===== src/rtl/sim_uart_mmio_if.sv =====
// Data-memory bus between the CPU port (master) and the UART window (slave).
interface sim_uart_mmio_if;
  logic        ce;
  logic        we;
  logic [31:0] addr;
  logic [3:0]  sel;
  logic [31:0] wdata;
  logic [31:0] rdata;
  logic        hit;

  modport master (output ce, we, addr, sel, wdata, input rdata, hit);
  modport slave  (input ce, we, addr, sel, wdata, output rdata, hit);
endinterface


===== src/rtl/sim_uart_mmio.sv =====
// Memory-mapped simulation UART: stores become character strobes, and a
// periodic poller fills an RX FIFO that the CPU drains with loads.
module sim_uart_mmio #(
  parameter logic [31:0] BASE_ADDR     = 32'h1FE001E0,
  parameter int          RX_DEPTH      = 8,
  parameter int          POLL_INTERVAL = 16
) (
  input  logic                  clock,
  input  logic                  reset_n,
  sim_uart_mmio_if.slave        bus,
  output logic                  uart_out_valid,
  output logic [7:0]            uart_out_ch,
  output logic                  uart_in_valid,
  input  logic [7:0]            uart_in_ch
);
  localparam int PTR_W  = $clog2(RX_DEPTH);
  localparam int CNT_W  = PTR_W + 1;
  localparam int PCNT_W = $clog2(POLL_INTERVAL + 1);
  localparam logic [CNT_W-1:0]  DEPTH_C = CNT_W'(RX_DEPTH);
  localparam logic [PCNT_W-1:0] PLAST_C = PCNT_W'(POLL_INTERVAL - 1);

  typedef enum logic [1:0] {IDLE, REQ, CAPTURE} poll_state_t;

  poll_state_t        state_q, state_d;
  logic [PCNT_W-1:0]  pcnt_q, pcnt_d;
  logic [7:0]         fifo_mem [RX_DEPTH];
  logic [PTR_W-1:0]   rd_ptr_q, wr_ptr_q;
  logic [CNT_W-1:0]   count_q;
  logic               rx_enable_q;

  logic        access, tx_wr, rx_rd, ctrl_wr, flush, pop, push, fifo_full, rx_valid;
  logic [1:0]  offset;
  logic [3:0]  status_cnt;
  logic [31:0] rdata_d;
  logic        unused_bits;

  assign offset     = bus.addr[3:2];
  assign access     = bus.ce && (bus.addr[31:4] == BASE_ADDR[31:4]);
  assign tx_wr      = access && bus.we && (offset == 2'd0) && bus.sel[0];
  assign rx_rd      = access && !bus.we && (offset == 2'd0);
  assign ctrl_wr    = access && bus.we && (offset == 2'd2) && bus.sel[0];
  assign flush      = ctrl_wr && bus.wdata[1];
  assign rx_valid   = (count_q != '0);
  assign fifo_full  = (count_q == DEPTH_C);
  assign pop        = rx_rd && rx_valid;
  // A flush in the capture cycle also throws away the arriving reply.
  assign push       = (state_q == CAPTURE) && (uart_in_ch != 8'hFF) && !flush;
  assign status_cnt = 4'(count_q);
  assign unused_bits = ^{bus.addr[1:0], bus.sel[3:1], bus.wdata[31:8]};

  always_comb begin
    state_d       = state_q;
    pcnt_d        = pcnt_q;
    uart_in_valid = 1'b0;
    case (state_q)
      IDLE: begin
        if (rx_enable_q && !fifo_full) begin
          if (pcnt_q == PLAST_C) begin
            pcnt_d  = '0;
            state_d = REQ;
          end else begin
            pcnt_d = pcnt_q + 1'b1;
          end
        end
      end
      REQ: begin
        uart_in_valid = 1'b1;
        state_d       = CAPTURE;
      end
      CAPTURE: state_d = IDLE;
      default: state_d = IDLE;
    endcase
  end

  always_ff @(posedge clock or negedge reset_n) begin
    if (!reset_n) begin
      state_q <= IDLE;
      pcnt_q  <= '0;
    end else begin
      state_q <= state_d;
      pcnt_q  <= pcnt_d;
    end
  end

  always_ff @(posedge clock or negedge reset_n) begin
    if (!reset_n) begin
      rd_ptr_q    <= '0;
      wr_ptr_q    <= '0;
      count_q     <= '0;
      rx_enable_q <= 1'b1;
    end else begin
      if (ctrl_wr) rx_enable_q <= bus.wdata[0];
      if (flush) begin
        rd_ptr_q <= '0;
        wr_ptr_q <= '0;
        count_q  <= '0;
      end else begin
        if (push) wr_ptr_q <= wr_ptr_q + 1'b1;
        if (pop)  rd_ptr_q <= rd_ptr_q + 1'b1;
        if (push && !pop)      count_q <= count_q + 1'b1;
        else if (pop && !push) count_q <= count_q - 1'b1;
      end
    end
  end

  always_ff @(posedge clock) begin
    if (push) fifo_mem[wr_ptr_q] <= uart_in_ch;
  end

  always_comb begin
    rdata_d = '0;
    if (access && !bus.we) begin
      case (offset)
        2'd0:    if (rx_valid) rdata_d = {24'b0, fifo_mem[rd_ptr_q]};
        2'd1:    rdata_d = {24'b0, status_cnt, 2'b0, 1'b1, rx_valid};
        2'd2:    rdata_d = {31'b0, rx_enable_q};
        default: rdata_d = '0;
      endcase
    end
  end

  // Registered bus response and character strobe
  always_ff @(posedge clock or negedge reset_n) begin
    if (!reset_n) begin
      bus.rdata      <= '0;
      bus.hit        <= 1'b0;
      uart_out_valid <= 1'b0;
      uart_out_ch    <= '0;
    end else begin
      bus.rdata      <= rdata_d;
      bus.hit        <= access;
      uart_out_valid <= tx_wr;
      if (tx_wr) uart_out_ch <= bus.wdata[7:0];
    end
  end
endmodule


===== src/flat_wrapper.sv =====
// flat-port wrapper written by rule: the top's interface ports become plain ports
module sim_uart_mmio_flat 
#(
  parameter logic [31:0] BASE_ADDR     = 32'h1FE001E0,
  parameter int          RX_DEPTH      = 8,
  parameter int          POLL_INTERVAL = 16
)
  (clock, reset_n, uart_out_valid, uart_out_ch, uart_in_valid, uart_in_ch, bus_ce, bus_we, bus_addr, bus_sel, bus_wdata, bus_rdata, bus_hit);
  sim_uart_mmio_if bus_i ();
  input  logic clock;
  input  logic reset_n;
  output logic uart_out_valid;
  output logic [7:0] uart_out_ch;
  output logic uart_in_valid;
  input  logic [7:0] uart_in_ch;
  input wire logic [$bits(bus_i.ce)-1:0] bus_ce;
  input wire logic [$bits(bus_i.we)-1:0] bus_we;
  input wire logic [$bits(bus_i.addr)-1:0] bus_addr;
  input wire logic [$bits(bus_i.sel)-1:0] bus_sel;
  input wire logic [$bits(bus_i.wdata)-1:0] bus_wdata;
  output wire logic [$bits(bus_i.rdata)-1:0] bus_rdata;
  output wire logic [$bits(bus_i.hit)-1:0] bus_hit;
  assign bus_i.ce = bus_ce;
  assign bus_i.we = bus_we;
  assign bus_i.addr = bus_addr;
  assign bus_i.sel = bus_sel;
  assign bus_i.wdata = bus_wdata;
  assign bus_rdata = bus_i.rdata;
  assign bus_hit = bus_i.hit;
  sim_uart_mmio #(.BASE_ADDR(BASE_ADDR), .RX_DEPTH(RX_DEPTH), .POLL_INTERVAL(POLL_INTERVAL)) u_core (.clock(clock), .reset_n(reset_n), .bus(bus_i), .uart_out_valid(uart_out_valid), .uart_out_ch(uart_out_ch), .uart_in_valid(uart_in_valid), .uart_in_ch(uart_in_ch));
endmodule

===== config.mk =====
export PLATFORM = sky130hd
export DESIGN_NAME = sim_uart_mmio_flat
export DESIGN_NICKNAME = d
export VERILOG_FILES = /design/src/rtl/sim_uart_mmio_if.sv /design/src/rtl/sim_uart_mmio.sv /design/src/flat_wrapper.sv
export SDC_FILE = /design/constraint.sdc
export NUM_CORES = 1
export LEC_CHECK = 0
export BUFFER_PORTS_ARGS = -buffer_cell sky130_fd_sc_hd__buf_2
export CAP_MARGIN = 40
export CORE_ASPECT_RATIO = 1.2
export CORE_UTILIZATION = 52
export DETAILED_ROUTE_END_ITERATION = 10
export GPL_TIMING_DRIVEN = 0
export PLACE_DENSITY = 0.9
export SETUP_SLACK_MARGIN = 0.05
export SYNTH_ARGS = -nofsm -noshare
export SYNTH_HDL_FRONTEND = slang
export SYNTH_SLANG_ARGS = --single-unit

===== constraint.sdc =====
create_clock -name clock -period 3.5 [get_ports clock]
set_input_delay 0.7 -clock clock [delete_from_list [all_inputs] [get_ports clock]]
set_output_delay 0.7 -clock clock [all_outputs]
set_load 0.01 [all_outputs]

==> results.ini, run 1 <==
[die]
start_util_pct = 53.9
die_h_um = 103
core-area_mm2 = 0.00815
die-area_mm2 = 0.00883
pin_count = 123
rows = 36
dieWidth_um = 85.9

[worst_setup_path]
critPathBufInv = 4
start_kind = primary input
critPathRequiredTime_ps = 3780
crit_slowest_cell = or3_1
crit_chain = buf_2 -> nor4_4 -> nand4_1 -> nor2_2 -> and4_1 -> buf_6 -> buf_4 -> nor2_1 -> ha_2 -> inv_1 -> ha_1 -> a21o_1 -> a21oi_1 -> xnor2_1 -> or3_1 -> a21oi_1
critPathMaxStageDelay_ps = 310
worstPathArrival_ps = 3560
cp_top_family = simple AND/OR/NAND/NOR gates
crit_type = primary input to flop
cpMostUsedCell = a21oi_1
critPathCaptureType = flop
path_max_fanout = 10

[timing]
finalMaxSlewViolations = 0
clock_skew_ps = 10.7
hold_viol_final = 0
rsz0062_at_grt = no
layout_setup_ws_ps = 221
period_minus_slack_ps = 3280
max-slew-margin-rel_pct = 48.0
setup_viol = 0
fin_crit_sh_pct = 93.7
timing_worst_slew_pin_value_ps = 780
fmax_mhz = 305

[yosys]
synth_ff_type = edfxtp_1
yosys.area.top_type = edfxtp_1
syn_inst = 294
synth.yosys.seq_area_share_pct = 64.2
ys_warn_count = 0
synth_edf_count = 64
synth_area_leaders = edfxtp_1 (44%), dfrtp_1 (20%), mux4_2 (8.2%), buf_4 (4.1%), nor2_1 (2.6%)
synth_top_area_share_pct = 43.7
synth_area_mm2 = 0.00440
synthArstFlopShare_pct = 36.0
yosys_register_bits = 100
synth_cell_types = 44
avgSynthCellArea_um2 = 15.0

[clock_tree]
root_buffer = clkbuf_8
htreeDepth = 3
clock_path_buffers = 2
cts_buffers = 9
cts_tree = yes
clk_pin_slew_ps = 100
insertion_delay_ps = 350
clock_sinks = 100
cts_hold_buf = 0

[cells_and_area]
seqCellArea_mm2 = 0.00282
area_delta_synth_final_pct = 21.0
fillers = 560
fin_area_mm2 = 0.00532
multi_input_area_mm2 = 0.00149
final_cells = 527
n_antenna_cell = 0
drive_above_1_share_pct = 40.2
final_nets = 495

[placement]
routabilityCongestion = 0.761
dp_slack_ps = -564
place_hpwl_um = 6120
post-place-cells = 508
placed_area_mm2 = 0.00507
port_buffers = 69

[drt]
drt_wl_total_um = 8080
num_vias = 2712
antenna_left = 0
drc = 0
wire_per_inst_um = 15.3
dr.pass1.iters = 4
drt-initial-drc-count = 119
viasPerCell = 5.15

[global_route]
antenna_found_initial = 0
grt_pass1_wl_um = 12600
grt_pass1_vias = 2626
grt-ovfl-total = 0
grtUsageTotal_pct = 19.5
grt_max_degree = 37

[power]
power.density_mw_per_mm2 = 374
max-vdd-ir-drop_mv = 0.396
p_leak_nw = 2.23

[worst_hold_path]
hold_class = primary input to asynchronous set/reset pin

[status]
outcome = finished, final reports clean

[job]
drv_cap = 0

## cells in the mapped netlist, drive strengths merged, types with 5 or more instances
library cell,count
edfxtp,64
dfrtp,35
nor2,31
ha,6
nor4,8
mux2,11
inv,6
buf,32
a21oi,10
mux4,16
nand4,5
nor2b,5
nand2,8
nor3,5
mux2i,8
## metrics by stage
step / total power, mW / setup TNS (ps) / utilization [%] / hold slack, ps
floorplan: 1.32 / 0 / - / 404
global placement: 1.37 / -1540 / 61.0 / 453
detailed placement: 1.37 / -827 / 62.2 / 464
CTS: 1.99 / 0 / 64.6 / 438
global route: 2.05 / 0 / 65.2 / 477
finish: 1.99 / 0 / 65.2 / 412
## path summary, 6_finish.rpt
check	start	end	slack, ps	cells after the start
setup / recovery	bus_addr[12]	u_core.count_q[3]$_DFFE_PN0P_	220	16
hold / removal	reset_n	u_core.uart_out_ch[0]$_DFFE_PN0P_	410	1
setup reg to reg	u_core.count_q[0]$_DFFE_PN0P_	u_core.count_q[3]$_DFFE_PN0P_	400	12
hold reg to reg	u_core.state_q[1]$_DFFE_PN0P_	u_core.state_q[1]$_DFFE_PN0P_	480	1
max in group asynchronous	reset_n	u_core.rd_ptr_q[2]$_DFFE_PN0P_	2590	1
min in group clock	u_core.state_q[1]$_DFFE_PN0P_	u_core.state_q[1]$_DFFE_PN0P_	480	1
## timing repair
| action | in CTS | in global routing |
|---|---|---|
| pin swaps | 1 | 2 |
| resized for setup | 4 | 6 |
| setup endpoints to repair | 1 | 1 |
| buffers inserted | 1 | 2 |
| hold endpoints to repair | 0 | 0 |
## cells in the final DEF (no fill, tap or decap), types with 2 or more instances in the layout
cell type,n
buf_2,74
clkbuf_1,5
conb_1,24
a21o_1,2
o21ai_0,4
mux4_2,16
buf_4,34
nand3_1,4
a21oi_1,10
buf_1,2
clkinv_4,2
nor2_1,30
xor2_1,4
and4_1,2
nor4b_4,3
nor2b_1,5
edfxtp_1,64
nand2b_1,2
mux2i_1,8
mux2_2,10
nand4_1,4
nor4_2,6
inv_1,6
nor3_1,5
ha_1,5
dfrtp_1,35
and4b_1,2
clkbuf_8,9
buf_6,2
or3_1,2
nand2_1,8
xnor2_1,3
## area by class of cell
type	count	share of cell area (%)
sequential	100	53.1
clock inverter	5	0.706
inverter	6	0.424
buffer	35	4.59
tap	114	2.68
multi-input combinational	176	28.1
clock buffer	11	2.47
timing repair buffer	80	7.95
## registers in the layout, indices dropped and copies added (netlist names)
signal and cells:
u_core.pcnt_q 5, u_core.wr_ptr_q 3, u_core.uart_out_valid 1, u_core.rx_enable_q 1, u_core.bus.hit 1, u_core.state_q 2
u_core.rd_ptr_q 3, u_core.fifo_mem 64, u_core.uart_out_ch 8, u_core.bus.rdata 8, u_core.count_q 4
## metal layers
metal / vias up / share of wire, % / global-route usage [%]
met3: 15 / 5.8 / 3.92
met1: 1318 / 37 / 21.6
met2: 107 / 55 / 37.1
li1: 1272 / - / -
met4: 0 / 1.7 / 6.92
met5: - / 0 / 0
## report_power, final
group	switching [mW]	internal (mW)	total, mW
Combinational	0.0498	0.0425	0.0923
Sequential	0.00000000303	1.26	1.26
Clock	0.377	0.262	0.639
Total	0.427	1.56	1.99
## logic make-up (layout without fill, tap and decap cells)
family / Yosys count / count (layout) / share of synthesized area, %
fa+ha+maj: 7 / 7 / 2.16
xor+xnor: 7 / 7 / 1.39
compound gates: 20 / 20 / 2.65
other cells: 1 / 24 / 0.0853
buf+inv: 41 / 137 / 5.86
simple gates: 83 / 83 / 10.8
mux: 35 / 35 / 12.8
flops: 100 / 100 / 64.2
Note: power is estimated with default switching activity, not from simulation.
==> inputs of run 2 (changes only) <==
--- a/config.mk
+++ b/config.mk
@@ -10,7 +10,8 @@
 export CORE_ASPECT_RATIO = 1.2
 export CORE_UTILIZATION = 52
 export DETAILED_ROUTE_END_ITERATION = 10
-export GPL_TIMING_DRIVEN = 0
+export GPL_ROUTABILITY_DRIVEN = 0
+export GPL_TIMING_DRIVEN = 1
 export PLACE_DENSITY = 0.9
 export SETUP_SLACK_MARGIN = 0.05
 export SYNTH_ARGS = -nofsm -noshare
==> constraint.sdc (replaced) <==
create_clock -name clock -period 3.5 [get_ports clock]
set_input_delay 0.7 -clock clock [delete_from_list [all_inputs] [get_ports clock]]
set_output_delay 0.7 -clock clock [all_outputs]
set_load 0.005 [all_outputs]
==> run 2 against run 1 <==
Against the previous run: clock-buffer cell count rose by 3; register-to-register slack improved by 210 ps; die area unchanged.
==> results.ini, run 2 (same netlist as run 1, synthesis figures left out) <==
[status]
outcome = finished, final reports clean

[placement]
post-place-cells = 480
place_hpwl_um = 5780
placed_area_mm2 = 0.00485
dp_slack_ps = 94.6
port_buffers = 69

[clock_tree]
post_cts_resized = 0
cts_hold_buf = 0
postCtsSetupBuffers = 0
clock_path_buffers = 2
cts_tree = yes
cts_buffers = 9
clock_sinks = 100
htreeDepth = 3
root_buffer = clkbuf_8
clk_pin_slew_ps = 90
insertion_delay_ps = 360

[worst_setup_path]
reg2reg_to = u_core.count_q[3]$_DFFE_PN0P_
path_max_fanout = 3
critPathRequiredTime_ps = 3790
start_kind = primary input
critPathCapture = u_core.count_q[3]$_DFFE_PN0P_
worstPathArrival_ps = 3350
rr_worst_depth = 11
critPathMaxStageDelay_ps = 350
r2r_start = u_core.count_q[0]$_DFFE_PN0P_
critPathCaptureType = flop
crit_slowest_cell = nor4_1
crit_chain = buf_2 -> nor4_1 -> nand4_1 -> nor2_1 -> and4_1 -> nor2_1 -> ha_1 -> inv_1 -> ha_1 -> a21o_1 -> a21oi_1 -> xnor2_1 -> or3_1 -> a21oi_1
ff2ff_setup_slack_ps = 610
crit_type = primary input to flop
critPathLaunch = bus_addr[12]

[timing]
clock_skew_ps = 8.27
timing.hold.ws_ps = 409
fmax_mhz = 327
hold_viol_final = 0
rsz0062_at_grt = no
tns_ps = 0
max-slew-margin-rel_pct = 48.4
timing_worst_slew_pin_value_ps = 775
setup_viol = 0
layout_setup_ws_ps = 439
period_minus_slack_ps = 3060
finalMaxSlewViolations = 0
fin_crit_sh_pct = 87.5

[power]
p_total_mw = 2.10
max-vdd-ir-drop_mv = 0.360
power.density_mw_per_mm2 = 414
p_leak_nw = 2.10

[global_route]
grt_pass1_wl_um = 12700
grt-ovfl-total = 0
grt_max_degree = 37
grtUsageTotal_pct = 19.9
antenna_found_initial = 0
grt_pass1_vias = 2616

[drt]
wire_per_inst_um = 16.3
viasPerCell = 5.33
antenna_left = 0
drc = 0
num_vias = 2645
dr.pass1.iters = 4
drt-initial-drc-count = 111
drt_wl_total_um = 8110

[cells_and_area]
top_register = u_core.fifo_mem
top_regs = u_core.fifo_mem: 64 flops, u_core.bus.rdata: 8 flops, u_core.uart_out_ch: 8 flops
fin_area_mm2 = 0.00508
largest_reg_flops = 64
final_nets = 464
layout_common_cells = buf_2 (69), edfxtp_1 (64), dfrtp_1 (35)
drive_above_1_share_pct = 34.3
area_delta_synth_final_pct = 15.5
fillers = 603
final_cells = 496
fin_util_pct = 62.3
final_common_cell = buf_2
n_antenna_cell = 0

[die]
die-area_mm2 = 0.00883
dieWidth_um = 85.9
die_h_um = 103
core-area_mm2 = 0.00815
rows = 36
start_util_pct = 53.9
pin_count = 123

[job]
drv_cap = 0

[worst_hold_path]
hold_class = primary input to asynchronous set/reset pin

==> run 2: cell count changes in the layout (fill, tap and decap cells not counted), sizes merged <==
cell,delta
bufinv,+1
clkinv,-3
buf,-28
clkinvlp,-1
==> run 2: worst min-delay path by stage <==
| stage | depth (start not counted) | endpoint | startpoint |
|---|---|---|---|
| after global routing | 1 | u_core.bus.rdata[6]$_DFF_PN0_ | reset_n |
| after floorplan | 0 | u_core.bus.hit$_DFF_PN0_ | reset_n |
| after detailed placement | 1 | u_core.state_q[0]$_DFFE_PN0P_ | u_core.pcnt_q[4]$_DFFE_PN0P_ |
| after CTS | 1 | u_core.uart_out_ch[6]$_DFFE_PN0P_ | reset_n |
| after global placement | 1 | u_core.state_q[0]$_DFFE_PN0P_ | u_core.pcnt_q[4]$_DFFE_PN0P_ |
| final | 1 | u_core.uart_out_ch[6]$_DFFE_PN0P_ | reset_n |
==> run 2: area by class of cell <==
class                      count  area (um2)  area share (%)
clock buffer                  14         185            3.65
clock inverter                 2        38.8           0.764
inverter                       6        22.5           0.444
multi-input combinational    176        1410            27.7
sequential                   100        2820            55.6
tap                          114         143            2.81
timing repair buffer          84         458            9.02
==> run 2: worst max-delay path: cells and delay by family <==
family	cells	cell delay, ps
adders and majority gates	2	490
xor gates and xnor gates	1	90
AOI/OAI and AO/OA	3	500
buffers and inverters	2	180
and+or+nand+nor	6	1380
==> run 2: report_power, final <==
part	internal (mW)	switching (mW)	total [mW]
Combinational	0.0241	0.0368	0.0608
Sequential	1.26	0.00000000340	1.26
Clock	0.419	0.367	0.786
==> run 2: layer usage <==
metal	share of wire, %	global-route usage (%)
met1	38	22.0
met2	53	37.7
met3	6.6	4.08
met4	1.7	7.69
met5	0	0
==> inputs of run 3 (changes only) <==
--- a/config.mk
+++ b/config.mk
@@ -5,9 +5,10 @@
 export SDC_FILE = /design/constraint.sdc
 export NUM_CORES = 1
 export LEC_CHECK = 0
+export ABC_CLOCK_PERIOD_IN_PS = 3500
 export BUFFER_PORTS_ARGS = -buffer_cell sky130_fd_sc_hd__buf_2
 export CAP_MARGIN = 40
-export CORE_ASPECT_RATIO = 1.2
+export CORE_ASPECT_RATIO = 1.75
 export CORE_UTILIZATION = 52
 export DETAILED_ROUTE_END_ITERATION = 10
 export GPL_ROUTABILITY_DRIVEN = 0
==> run 3 against run 2 <==
Against the previous run: the run now ends with DRC left; setup slack worse by 37 ps; clock power is 24% higher; sequential power hardly changed; global-route usage is 0.22 points higher; critical path depth stayed put; critical path type unchanged; largest power group unchanged.
==> results.ini, run 3 (same netlist as run 1, synthesis figures left out) <==
[die]
die_h_um = 124
pin_count = 123
dieWidth_um = 71.5
rows = 44
die-area_mm2 = 0.00884
start_util_pct = 53.2
core-area_mm2 = 0.00826

[cells_and_area]
top_regs = u_core.fifo_mem: 64 flops, u_core.bus.rdata: 8 flops, u_core.uart_out_ch: 8 flops
largest_reg_flops = 64
top_register = u_core.fifo_mem
fillers = 565
area_delta_synth_final_pct = 16.2
final_nets = 462
final_common_cell = buf_2
layout_common_cells = buf_2 (69), edfxtp_1 (64), dfrtp_1 (35)
fin_area_mm2 = 0.00511
n_antenna_cell = 0
drive_above_1_share_pct = 33.9

[timing]
fmax_mhz = 323
max-slew-margin-rel_pct = 47.6
tns_ps = 0
rsz0062_at_grt = no
timing_worst_slew_pin_value_ps = 786
setup_viol = 0
finalMaxSlewViolations = 0
clock_skew_ps = 7.46
period_minus_slack_ps = 3100
fin_crit_sh_pct = 88.5
hold_viol_final = 0

[global_route]
grt_pass1_vias = 2588
grt-ovfl-total = 0
antenna_found_initial = 0
grt_max_degree = 37
grt_pass1_wl_um = 12700
grtUsageTotal_pct = 20.1

[status]
violations = DRC
outcome = complete, but fails checks

[placement]
place_hpwl_um = 5990
placed_area_mm2 = 0.00481
port_buffers = 69

[drt]
drt-initial-drc-count = 155
drc = 1
dr.pass1.iters = 7
wire_per_inst_um = 17.9
viasPerCell = 5.72
antenna_left = 0
num_vias = 2700
drt_wl_total_um = 8430

[clock_tree]
clk_pin_slew_ps = 70
cts_tree = yes
cts_buffers = 9
root_buffer = clkbuf_16
insertion_delay_ps = 350
postCtsSetupBuffers = 0
htreeDepth = 3
clock_path_buffers = 2
post_cts_resized = 0
clock_sinks = 100
cts_hold_buf = 0

[worst_setup_path]
critPathRequiredTime_ps = 3770
path_max_fanout = 3
critPathCaptureType = flop
start_kind = primary input
crit_type = primary input to flop
worstPathArrival_ps = 3370

[worst_hold_path]
hold_class = primary input to asynchronous set/reset pin

[power]
p_leak_nw = 2.12
max-vdd-ir-drop_mv = 0.328
power.density_mw_per_mm2 = 449

[job]
drv_cap = 0

==> run 3: cell types whose count changed in the layout (fill, tap and decap cells not counted), sizes merged <==
| cell | delta |
|---|---|
| inv | +1 |
| clkbuf | -5 |
| clkinv | +4 |
| buf | -2 |
==> run 3: report_power, final <==
part,internal (mW),switching (mW)
registers,1.26,0.00000000343
clock network,0.557,0.417
logic,0.0241,0.0393
total,1.84,0.456
==> run 3: worst max-delay path, stage by stage <==
cell	delay, ps
buf_2	110
nor4_1	350
nand4_1	200
nor2_1	200
and4_1	250
nor2_1	50
ha_1	260
inv_1	100
ha_1	230
a21o_1	180
a21oi_1	160
xnor2_1	100
or3_1	330
a21oi_1	140
==> run 3: metal layers <==
layer  GRT usage, %  vias to the layer above  share of wire, %
met3           4.21                       24               7.0
met4           11.9                        0               3.6
met5              0                        -                 0
met2           38.3                      147                55
met1           19.6                     1316                34
li1               -                     1213                 -
==> run 3: metrics by stage <==
step	setup WS (ps)	power (mW)	hold slack, ps	std cells	utilization [%]
4_1_cts	442	2.31	440	472	61.9
2_1_floorplan	62.0	1.32	404	317	-
3_5_place_dp	102	1.35	487	456	58.3
3_3_place_gp	147	1.34	454	456	58.3
5_1_grt	164	2.35	498	472	61.9
6_report	402	2.30	429	472	61.9
==> run 3: cell type report <==
cell class	instances	area, um2	share of cell area, %
clock buffers	9	225	4.41
inverters	6	22.5	0.441
repair buffers	82	443	8.67
well taps	92	115	2.25
multi-input cells	176	1410	27.5
flip-flops and latches	100	2820	55.3
clock inverters	7	72.6	1.42
==> run 3: final timing paths <==
kind	endpoint	depth (start not counted)	start	slack [ps]
setup / recovery	u_core.count_q[3]$_DFFE_PN0P_	14	bus_addr[12]	400
hold / removal	u_core.uart_out_ch[4]$_DFFE_PN0P_	1	reset_n	430
setup reg to reg	u_core.count_q[3]$_DFFE_PN0P_	11	u_core.count_q[0]$_DFFE_PN0P_	470
hold reg to reg	u_core.uart_out_ch[5]$_DFFE_PN0P_	1	u_core.uart_out_ch[5]$_DFFE_PN0P_	500
max in group asynchronous	u_core.count_q[0]$_DFFE_PN0P_	1	reset_n	2570
min in group clock	u_core.uart_out_ch[5]$_DFFE_PN0P_	1	u_core.uart_out_ch[5]$_DFFE_PN0P_	500
